## src/rtl/pcileech_activation_pkg.sv

```systemverilog
// Shared types and default codes for the activation controller.
// The defaults match the stock pcileech unlock sequence.
package pcileech_activation_pkg;

  typedef enum logic [1:0] {
    S_IDLE    = 2'd0,
    S_MATCH   = 2'd1,
    S_LOCKOUT = 2'd2
  } state_t;

  localparam logic [63:0] DEF_UNLOCK_KEY   = {32'h52322313, 32'h49901330};
  localparam logic [31:0] DEF_CODE_LOCK    = 32'hF2F2D2D2;
  localparam logic [31:0] DEF_CODE_INT_EN  = 32'h5232231E;
  localparam logic [31:0] DEF_CODE_INT_DIS = 32'h5232231D;

  // Bits needed to hold values 0..v-1, never less than one bit.
  function automatic int clog2_min1(input int v);
    return (v <= 2) ? 1 : $clog2(v);
  endfunction

endpackage

```

## src/rtl/pcileech_activation_timer.sv

```systemverilog
// Loadable down-counter that saturates at zero; load wins over decrement.
// zero is combinational from the count register.
module pcileech_activation_timer #(
  parameter int WIDTH = 8
) (
  input  logic             clk,
  input  logic             rst,
  input  logic             load,
  input  logic [WIDTH-1:0] load_val,
  input  logic             dec,
  output logic             zero
);

  logic [WIDTH-1:0] count;

  always_ff @(posedge clk) begin
    if (rst) begin
      count <= '0;
    end else if (load) begin
      count <= load_val;
    end else if (dec && (count != '0)) begin
      count <= count - WIDTH'(1);
    end
  end

  assign zero = (count == '0);

endmodule

```

## src/rtl/pcileech_activation_ctl.sv

```systemverilog
// Snoops the com word stream for an unlock key sequence and control codes, gating
// byte enables while locked; repeated failures trigger a timed lockout.
module pcileech_activation_ctl
  import pcileech_activation_pkg::*;
#(
  parameter int DATA_WIDTH     = 32,
  parameter int SEQ_LEN        = 2,
  parameter logic [SEQ_LEN*DATA_WIDTH-1:0] UNLOCK_KEY = (SEQ_LEN*DATA_WIDTH)'(DEF_UNLOCK_KEY),
  parameter logic [DATA_WIDTH-1:0] CODE_LOCK    = DATA_WIDTH'(DEF_CODE_LOCK),
  parameter logic [DATA_WIDTH-1:0] CODE_INT_EN  = DATA_WIDTH'(DEF_CODE_INT_EN),
  parameter logic [DATA_WIDTH-1:0] CODE_INT_DIS = DATA_WIDTH'(DEF_CODE_INT_DIS),
  parameter bit RESET_ACTIVE   = 1'b1,
  parameter int WORD_TIMEOUT   = 256,
  parameter int MAX_FAILS      = 3,
  parameter int LOCKOUT_CYCLES = 1024
) (
  input  logic                         clk,
  input  logic                         rst,
  input  logic [DATA_WIDTH-1:0]        din,
  input  logic                         din_valid,
  input  logic [DATA_WIDTH/8-1:0]      be_in,
  output logic [DATA_WIDTH/8-1:0]      be_out,
  output logic                         activation_passed,
  output logic                         int_enable,
  output logic                         locked_out,
  output logic [$clog2(MAX_FAILS+1)-1:0] fail_count
);

  localparam int IDX_W = clog2_min1(SEQ_LEN);
  localparam int FC_W  = $clog2(MAX_FAILS + 1);
  localparam int TMO_W = clog2_min1(WORD_TIMEOUT);
  localparam int LCK_W = clog2_min1(LOCKOUT_CYCLES);
  localparam logic [IDX_W-1:0] LAST_IDX = IDX_W'(SEQ_LEN - 1);
  // Timers fire on the cycle their count is already zero, hence the minus one.
  localparam logic [TMO_W-1:0] TMO_LOAD = TMO_W'(WORD_TIMEOUT > 0 ? WORD_TIMEOUT - 1 : 0);
  localparam logic [LCK_W-1:0] LCK_LOAD = LCK_W'(LOCKOUT_CYCLES > 0 ? LOCKOUT_CYCLES - 1 : 0);

  state_t            state, state_nxt;
  logic [IDX_W-1:0]  idx, idx_nxt;
  logic              act_nxt, int_nxt, lock_nxt;
  logic [FC_W-1:0]   fc_nxt, fc_inc;
  logic [DATA_WIDTH-1:0] key_word;
  logic              tmo_load, tmo_dec, tmo_zero;
  logic              lck_load, lck_dec, lck_zero;
  logic              fail, unlock;

  assign key_word = UNLOCK_KEY[idx*DATA_WIDTH +: DATA_WIDTH];
  assign fc_inc   = fail_count + FC_W'(1);
  assign be_out   = activation_passed ? be_in : '0;

  always_ff @(posedge clk) begin
    if (rst) begin
      state             <= S_IDLE;
      idx               <= '0;
      activation_passed <= RESET_ACTIVE;
      int_enable        <= 1'b0;
      locked_out        <= 1'b0;
      fail_count        <= '0;
    end else begin
      state             <= state_nxt;
      idx               <= idx_nxt;
      activation_passed <= act_nxt;
      int_enable        <= int_nxt;
      locked_out        <= lock_nxt;
      fail_count        <= fc_nxt;
    end
  end

  always_comb begin
    state_nxt = state;
    idx_nxt   = idx;
    act_nxt   = activation_passed;
    int_nxt   = int_enable;
    lock_nxt  = locked_out;
    fc_nxt    = fail_count;
    lck_load  = 1'b0;
    fail      = 1'b0;
    unlock    = 1'b0;
    tmo_load  = din_valid || (state != S_MATCH);
    tmo_dec   = (state == S_MATCH) && !din_valid;
    lck_dec   = (state == S_LOCKOUT);

    if (state == S_LOCKOUT) begin
      if (lck_zero) begin
        state_nxt = S_IDLE;
        lock_nxt  = 1'b0;
      end
      if (din_valid && (din == CODE_LOCK)) begin
        act_nxt = 1'b0;
        int_nxt = 1'b0;
      end
    end else if (din_valid) begin
      if (din == CODE_LOCK) begin
        act_nxt   = 1'b0;
        int_nxt   = 1'b0;
        state_nxt = S_IDLE;
        idx_nxt   = '0;
      end else if (din == CODE_INT_EN) begin
        if (activation_passed) int_nxt = 1'b1;
      end else if (din == CODE_INT_DIS) begin
        if (activation_passed) int_nxt = 1'b0;
      end else if (din == key_word) begin
        // idx stays 0 in S_IDLE, so the same compare serves the first word.
        if (idx == LAST_IDX) begin
          unlock = 1'b1;
        end else begin
          state_nxt = S_MATCH;
          idx_nxt   = idx + IDX_W'(1);
        end
      end else if (state == S_MATCH) begin
        fail = 1'b1;
      end
    end else if ((state == S_MATCH) && (WORD_TIMEOUT > 0) && tmo_zero) begin
      fail = 1'b1;
    end

    if (unlock) begin
      act_nxt   = 1'b1;
      fc_nxt    = '0;
      state_nxt = S_IDLE;
      idx_nxt   = '0;
    end

    if (fail) begin
      state_nxt = S_IDLE;
      idx_nxt   = '0;
      if (fc_inc == FC_W'(MAX_FAILS)) begin
        state_nxt = S_LOCKOUT;
        fc_nxt    = '0;
        lock_nxt  = 1'b1;
        lck_load  = 1'b1;
      end else begin
        fc_nxt = fc_inc;
      end
    end
  end

  pcileech_activation_timer #(.WIDTH(TMO_W)) u_word_timer (
    .clk      (clk),
    .rst      (rst),
    .load     (tmo_load),
    .load_val (TMO_LOAD),
    .dec      (tmo_dec),
    .zero     (tmo_zero)
  );

  pcileech_activation_timer #(.WIDTH(LCK_W)) u_lock_timer (
    .clk      (clk),
    .rst      (rst),
    .load     (lck_load),
    .load_val (LCK_LOAD),
    .dec      (lck_dec),
    .zero     (lck_zero)
  );

endmodule

```

## config.mk

```make
export PLATFORM = sky130hd
export DESIGN_NAME = pcileech_activation_ctl
export DESIGN_NICKNAME = d
export VERILOG_FILES = /design/src/rtl/pcileech_activation_pkg.sv /design/src/rtl/pcileech_activation_timer.sv /design/src/rtl/pcileech_activation_ctl.sv
export SDC_FILE = /design/constraint.sdc
export NUM_CORES = 1
export LEC_CHECK = 0
export CORE_ASPECT_RATIO = 1.1
export CORE_MARGIN = 2
export CORE_UTILIZATION = 25
export CTS_BUF_LIST = sky130_fd_sc_hd__clkbuf_2 sky130_fd_sc_hd__clkbuf_4 sky130_fd_sc_hd__clkbuf_8
export CTS_CLUSTER_SIZE = 10
export DETAILED_ROUTE_END_ITERATION = 10
export PLACE_DENSITY = 0.53
export SETUP_SLACK_MARGIN = 0.4
export SYNTH_ARGS = -nofsm -noshare
export SYNTH_HDL_FRONTEND = slang
export SYNTH_HIERARCHICAL = 1
export SYNTH_SLANG_ARGS = --single-unit
```

## constraint.sdc

```tcl
create_clock -name clk -period 4.17 [get_ports clk]
set_input_delay 1.251 -clock clk [delete_from_list [all_inputs] [get_ports clk]]
set_output_delay 1.251 -clock clk [all_outputs]
set_load 0.005 [all_outputs]
```

-- After elaboration in Yosys (flattened, before gate mapping)
Cells that the tools add are included.
- register bits after elaboration: 26
- bits of input ports: 39
- output and inout port bits: 9
- logic and storage cells: 113
- add/sub/neg operators: 4
- equality and inequality tests: 17
- shifts and indexed selects: 1
- multiplexer cells: 56
- bitwise gates (word level): 1
- reductions and logical operators: 26
- operator list (kind ; count):
    equality test 32 x 31 -> 1 bit, second input constant ; 2
    indexed part select 64 x 7 -> 32 bit, first input constant ; 1
    2-to-1 mux 1 bit ; 37
    equality test 32 bit ; 1
    equality test 32 bit, second input constant ; 1
    2-to-1 mux 2 bit ; 14
    2-to-1 mux 10 bit ; 2
    2-to-1 mux 8 bit ; 2
    nonzero test 2 bit ; 6
    zero test 10 bit ; 1
    inequality test 5 x 4 -> 1 bit, second input constant ; 2
    AND reduction 5 bit ; 2
    nonzero test 10 bit ; 1
    subtractor 10 x 1 -> 10 bit, second input constant ; 1
    zero test 8 bit ; 1
    inequality test 4 x 3 -> 1 bit, second input constant ; 2
    nonzero test 4 bit ; 2
    nonzero test 8 bit ; 1
    subtractor 8 x 1 -> 8 bit, second input constant ; 1
    inequality test 2 bit, second input constant ; 3
    AND reduction 6 bit ; 1
    logical AND 1 bit ; 5
    inequality test 5 x 1 -> 1 bit, second input constant ; 1
    nonzero test 5 bit ; 1
    other kinds (13) ; 14

-- Depth between registers and ports, before layout
- word-level depth: 10
- depth in mapped cells: 12
- depth with buffers taken out: 10

-- Hierarchy
Netlist, hierarchy kept.
- modules (own cells, without submodules) (module ; times used ; cells an instance ; area an instance (um^2) ; seq. area each (um^2)):
    pcileech_activation_ctl ; 1 ; 98 ; 794.5 ; 160.2
    pcileech_activation_timer at u_lock_timer ; 1 ; 72 ; 626.9 ; 200.2
    pcileech_activation_timer at u_word_timer ; 1 ; 59 ; 515.5 ; 160.2

-- Worst setup path before layout
Ideal clock, no wire load.
- path type: input to register
- start point: in din[16]
- end point: reg u_lock_timer.count[1]
- library setup time: 79 ps
- arrival: 3457 ps
- required time: 4091 ps
- slack: 633 ps
- stages: 11
- buffers on the path: 2
- cell sequence: nor4b_1 o2111ai_1 or4_4 nor4b_1 a31oi_1 inv_1 clkbuf_1 inv_1 clkbuf_1 nand4b_1 o211ai_1
- cells in the longest elaborated chain, start to end: 9
- elaborated cells between the ends (all ways): 13
- those cells by class: eq/ne: 4; mux: 8; reduce/logical: 1
- RTL lines (item ; RTL line ; text):
    from (decl) ; pcileech_activation_ctl.sv:19 ; input logic [DATA_WIDTH-1:0] din,
    equality test 32 bit ; pcileech_activation_ctl.sv:102 ; end else if (din == key_word) begin
    2-to-1 mux 1 bit ; pcileech_activation_ctl.sv:102 ;
    2-to-1 mux 1 bit ; pcileech_activation_ctl.sv:100 ; end else if (din == CODE_INT_DIS) begin
    2-to-1 mux 1 bit ; pcileech_activation_ctl.sv:98 ; end else if (din == CODE_INT_EN) begin
    2-to-1 mux 1 bit * ; pcileech_activation_ctl.sv:93 ; if (din == CODE_LOCK) begin
    2-to-1 mux 1 bit * ; pcileech_activation_ctl.sv:92 ; end else if (din_valid) begin
    2-to-1 mux 1 bit * ; pcileech_activation_ctl.sv:83 ; if (state == S_LOCKOUT) begin
    2-to-1 mux 1 bit * ; pcileech_activation_ctl.sv:124 ; if (fail) begin
    named net lck_load ; pcileech_activation_ctl.sv:44 ; logic lck_load, lck_dec, lck_zero;
    2-to-1 mux 10 bit / nonzero test 2 bit (equally long branches) ; n/a ;
    to (signal assigned) ; pcileech_activation_timer.sv:20 ; count <= load_val;
    to (signal assigned) ; pcileech_activation_timer.sv:22 ; count <= count - WIDTH'(1);
    to (decl) ; pcileech_activation_timer.sv:14 ; logic [WIDTH-1:0] count;
Mark *: on every way through the listed nets, which the timed path passes. The rest lies on a longest branch.
A chain may end at the register's enable or synchronous reset.

-- Final worst setup path
Same ends and word-level chain as after synthesis.

==> results.sh <==
export IMPL_tightest_slew_ps=688
export IMPL_max_stage_delay_ps=520
export IMPL_ys_dominant_reg_cell="dfxtp_1"
export IMPL_start_kind="primary input"
export IMPL_tns_ps=0
export IMPL_ys_ff_latch=26
export IMPL_die_h_um=96.3
export IMPL_seq_area_frac_synth_pct=26.9
export IMPL_overflow=0
export IMPL_diodes=0
export IMPL_grt_usage_pct=11.8
export IMPL_vias_per_cell=4.66
export IMPL_row_count=33
export IMPL_cts_tree="yes"
export IMPL_maxCapViolCount=0
export IMPL_dp_final_hpwl_mm=3.78
export IMPL_place_ws_ps=264
export IMPL_io_pins=48
export IMPL_synth_warning_count=6
export IMPL_relSlewSlack_pct=54.1
export IMPL_placed_area_um2=2620
export IMPL_cts_root_buffer_cell="clkbuf_8"
export IMPL_cts_sinks=26
export IMPL_r2r_start="u_word_timer/count[2]"
export IMPL_final_cell_area_um2=2700
export IMPL_cp_required_ps=4370
export IMPL_worst_setup_path_end_kind="flip-flop"
export IMPL_routed_wl_mm=4.97
export IMPL_dieArea_um2=8470
export IMPL_setup_viol=0
export IMPL_grt_max_degree=18
export IMPL_path_class="in2reg"
export IMPL_rsz0062_at_grt="false"
export IMPL_crit_slowest_cell="or4_1"
export IMPL_hold_start="locked_out"
export IMPL_cts_buffers=3
export IMPL_initial_core_util_pct=25.9
export IMPL_final_util_pct=36.1
export IMPL_vias=1872
export IMPL_hold_path_end="locked_out"
export IMPL_fmax_ghz=0.281
export IMPL_holdBufCountCts=0
export IMPL_status="finished, final reports clean"
export IMPL_clock_skew_ps=9.16
export IMPL_avgSynthCellArea_um2=8.46
export IMPL_synthCells=229
export IMPL_hold_violations=0
export IMPL_route_detailed_drc=0
export IMPL_layout_setup_ws_ps=606
export IMPL_die_x_um=87.9
export IMPL_final_antenna_net_count=0
export IMPL_yosysUniqueCellTypes=70
export IMPL_insertion_delay_ps=270
export IMPL_drive_above_1_share_pct=16.5
export IMPL_leakage_nw=0.954
export IMPL_fin_nets=340
export IMPL_netlist_area_um2=1940
export IMPL_crit_path_start="din[16]"
export IMPL_arrival_ps=3770
export IMPL_synth_edff_count=0
export IMPL_maxSlewViolCount=0
export IMPL_worstReg2RegEnd="u_lock_timer/count[1]"
export IMPL_area_delta_synth_final_pct=39.1
export IMPL_grt_pass1_wl_mm=8.08
export IMPL_power_density_nw_per_um2=189
export IMPL_clk_pin_slew_ps=100
export IMPL_ir_worst_vdd_v=0.0000976
export IMPL_fin_crit_ps=3560
export IMPL_r2r_cells=8
export IMPL_clk_path_buf_depth=2
export IMPL_portBuffers=47
export IMPL_htree_levels=1
export IMPL_core_area_um2=7470
export IMPL_async_flop_share_pct=0
export IMPL_first_pass_iters=4
export IMPL_post_drt_wl_per_cell_um=12.4
export IMPL_first_global_vias=1763
export IMPL_min_path_type="reg2reg"
export IMPL_drtIter0Drc=79
export IMPL_whs_path_depth=2
export IMPL_antenna_found_initial=0
export IMPL_crit_chain="clkdlybuf4s50_1 -> nor4b_2 -> buf_4 -> o2111ai_1 -> or4_4 -> nor4b_1 -> a31oi_1 -> inv_1 -> or4_1 -> o211ai_1"
export IMPL_rrSetupSlack_ps=1780
export IMPL_crit_fanout=4
export IMPL_fin_crit_sh_pct=85.5
export IMPL_gp_congestion=0.749
[critical path, delay by kind of cell]
kind	cells	cell delay, ps
buffers and inverters	3	710
AOI/OAI and AO/OA	3	380
and+or+nand+nor	4	1430
[how the worst max path moves through the flow]
stage                                  to  cells after the start
floorplan           u_lock_timer/count[1]                     11
global placement    u_lock_timer/count[1]                     10
detailed placement  u_lock_timer/count[1]                     10
CTS                 u_lock_timer/count[1]                     10
global route        u_lock_timer/count[1]                      9
finish              u_lock_timer/count[1]                     10
[per-layer routing]
| layer | global-route usage (%) | vias to the layer above | share of wire (%) |
|---|---|---|---|
| met5 | 0 | - | 0 |
| met3 | 1.89 | 2 | 6.7 |
| met2 | 20.8 | 47 | 45 |
| met4 | 3.85 | 0 | 0.97 |
| met1 | 14.5 | 836 | 47 |
| li1 | - | 987 | - |
[power breakdown]
part / switching (W) / total [W] / internal [W]
registers: 0.00000498 / 0.000257 / 0.000252
clock network: 0.0000820 / 0.000166 / 0.0000845
logic: 0.0000317 / 0.0000854 / 0.0000537
[placed cells by master, fill, tap and decap left out, drive strengths merged, types with 5 or more instances in the layout]
cell type	count
and2b	5
nor3b	8
conb	18
nand3	6
a211oi	5
or4	8
inv	15
and2	7
nor4	5
nor2	17
o21ai	7
buf	7
clkdlybuf4s50	47
dfxtp	26
a21oi	14
or3	7
nand2	14
[registers in the layout (all words and copies together) (netlist names)]
| name | flops |
|---|---|
| int_enable | 1 |
| u_lock_timer/count | 10 |
| state | 2 |
| locked_out | 1 |
| fail_count | 2 |
| activation_passed | 1 |
| idx | 1 |
| u_word_timer/count | 8 |
[timing repair]
item / 4_1_cts / 5_1_grt
setup buffers: 0 / 1
resized for setup: 0 / 3
endpoints found under the setup margin: 0 / 4
[per-stage QoR]
stage                     power [W]  instances  hold WS (ps)
final                      0.000509        402           469
after global placement     0.000346        397           449
after detailed placement   0.000347        397           461
after CTS                  0.000515        401           477
after global routing       0.000538        402           503
after floorplan            0.000297        246           453
[logic make-up after synthesis]
group	Yosys count	synth area share [%]
mux	4	2.07
buf+inv	24	4.91
other cells	1	0.194
simple gates	112	38.6
compound gates	55	23.6
xor+xnor	4	1.81
flops	26	26.9
fa+ha+maj	3	1.94
[cells in the mapped netlist (2+ instances only)]
cell type / instances / area (um2)
nand3_1: 6 / 30.0
nor2b_1: 4 / 25.0
clkbuf_1: 4 / 15.0
nor3b_1: 7 / 52.6
nand4b_1: 3 / 26.3
nor3_1: 3 / 15.0
o211ai_1: 2 / 15.0
nor4_1: 5 / 31.3
a31oi_1: 2 / 12.5
ha_1: 3 / 37.5
and2b_2: 3 / 26.3
xnor2_1: 4 / 35.0
or4b_4: 2 / 27.5
a21oi_1: 14 / 70.1
nand2_1: 14 / 52.6
and2_1: 6 / 37.5
o21ai_0: 6 / 30.0
o32ai_1: 2 / 17.5
or3_2: 4 / 30.0
a311oi_1: 2 / 17.5
mux2i_1: 4 / 40.0
or3_1: 3 / 18.8
dfxtp_1: 26 / 521
o31a_2: 2 / 20.0
nor4b_1: 4 / 35.0
or4_1: 3 / 22.5
a221oi_1: 3 / 26.3
or3b_2: 2 / 17.5
and4bb_1: 2 / 25.0
nand4_1: 4 / 25.0
nor2_1: 17 / 63.8
inv_1: 16 / 60.1
o31ai_1: 2 / 15.0
or4_2: 2 / 17.5
nand2b_1: 2 / 12.5
or4_4: 3 / 33.8
a211oi_2: 2 / 25.0
and2b_1: 2 / 15.0
a211oi_1: 3 / 22.5
[final cells by class]
| cell class | count | area (um2) |
|---|---|---|
| fillers | 787 | 4780 |
| multi-input cells | 196 | 1400 |
| repair buffers | 54 | 523 |
| flip-flops and latches | 26 | 520 |
| well taps | 105 | 131 |
| inverters | 17 | 67.6 |
| clock buffers | 4 | 55.1 |
(Power assumes the default switching activity.)
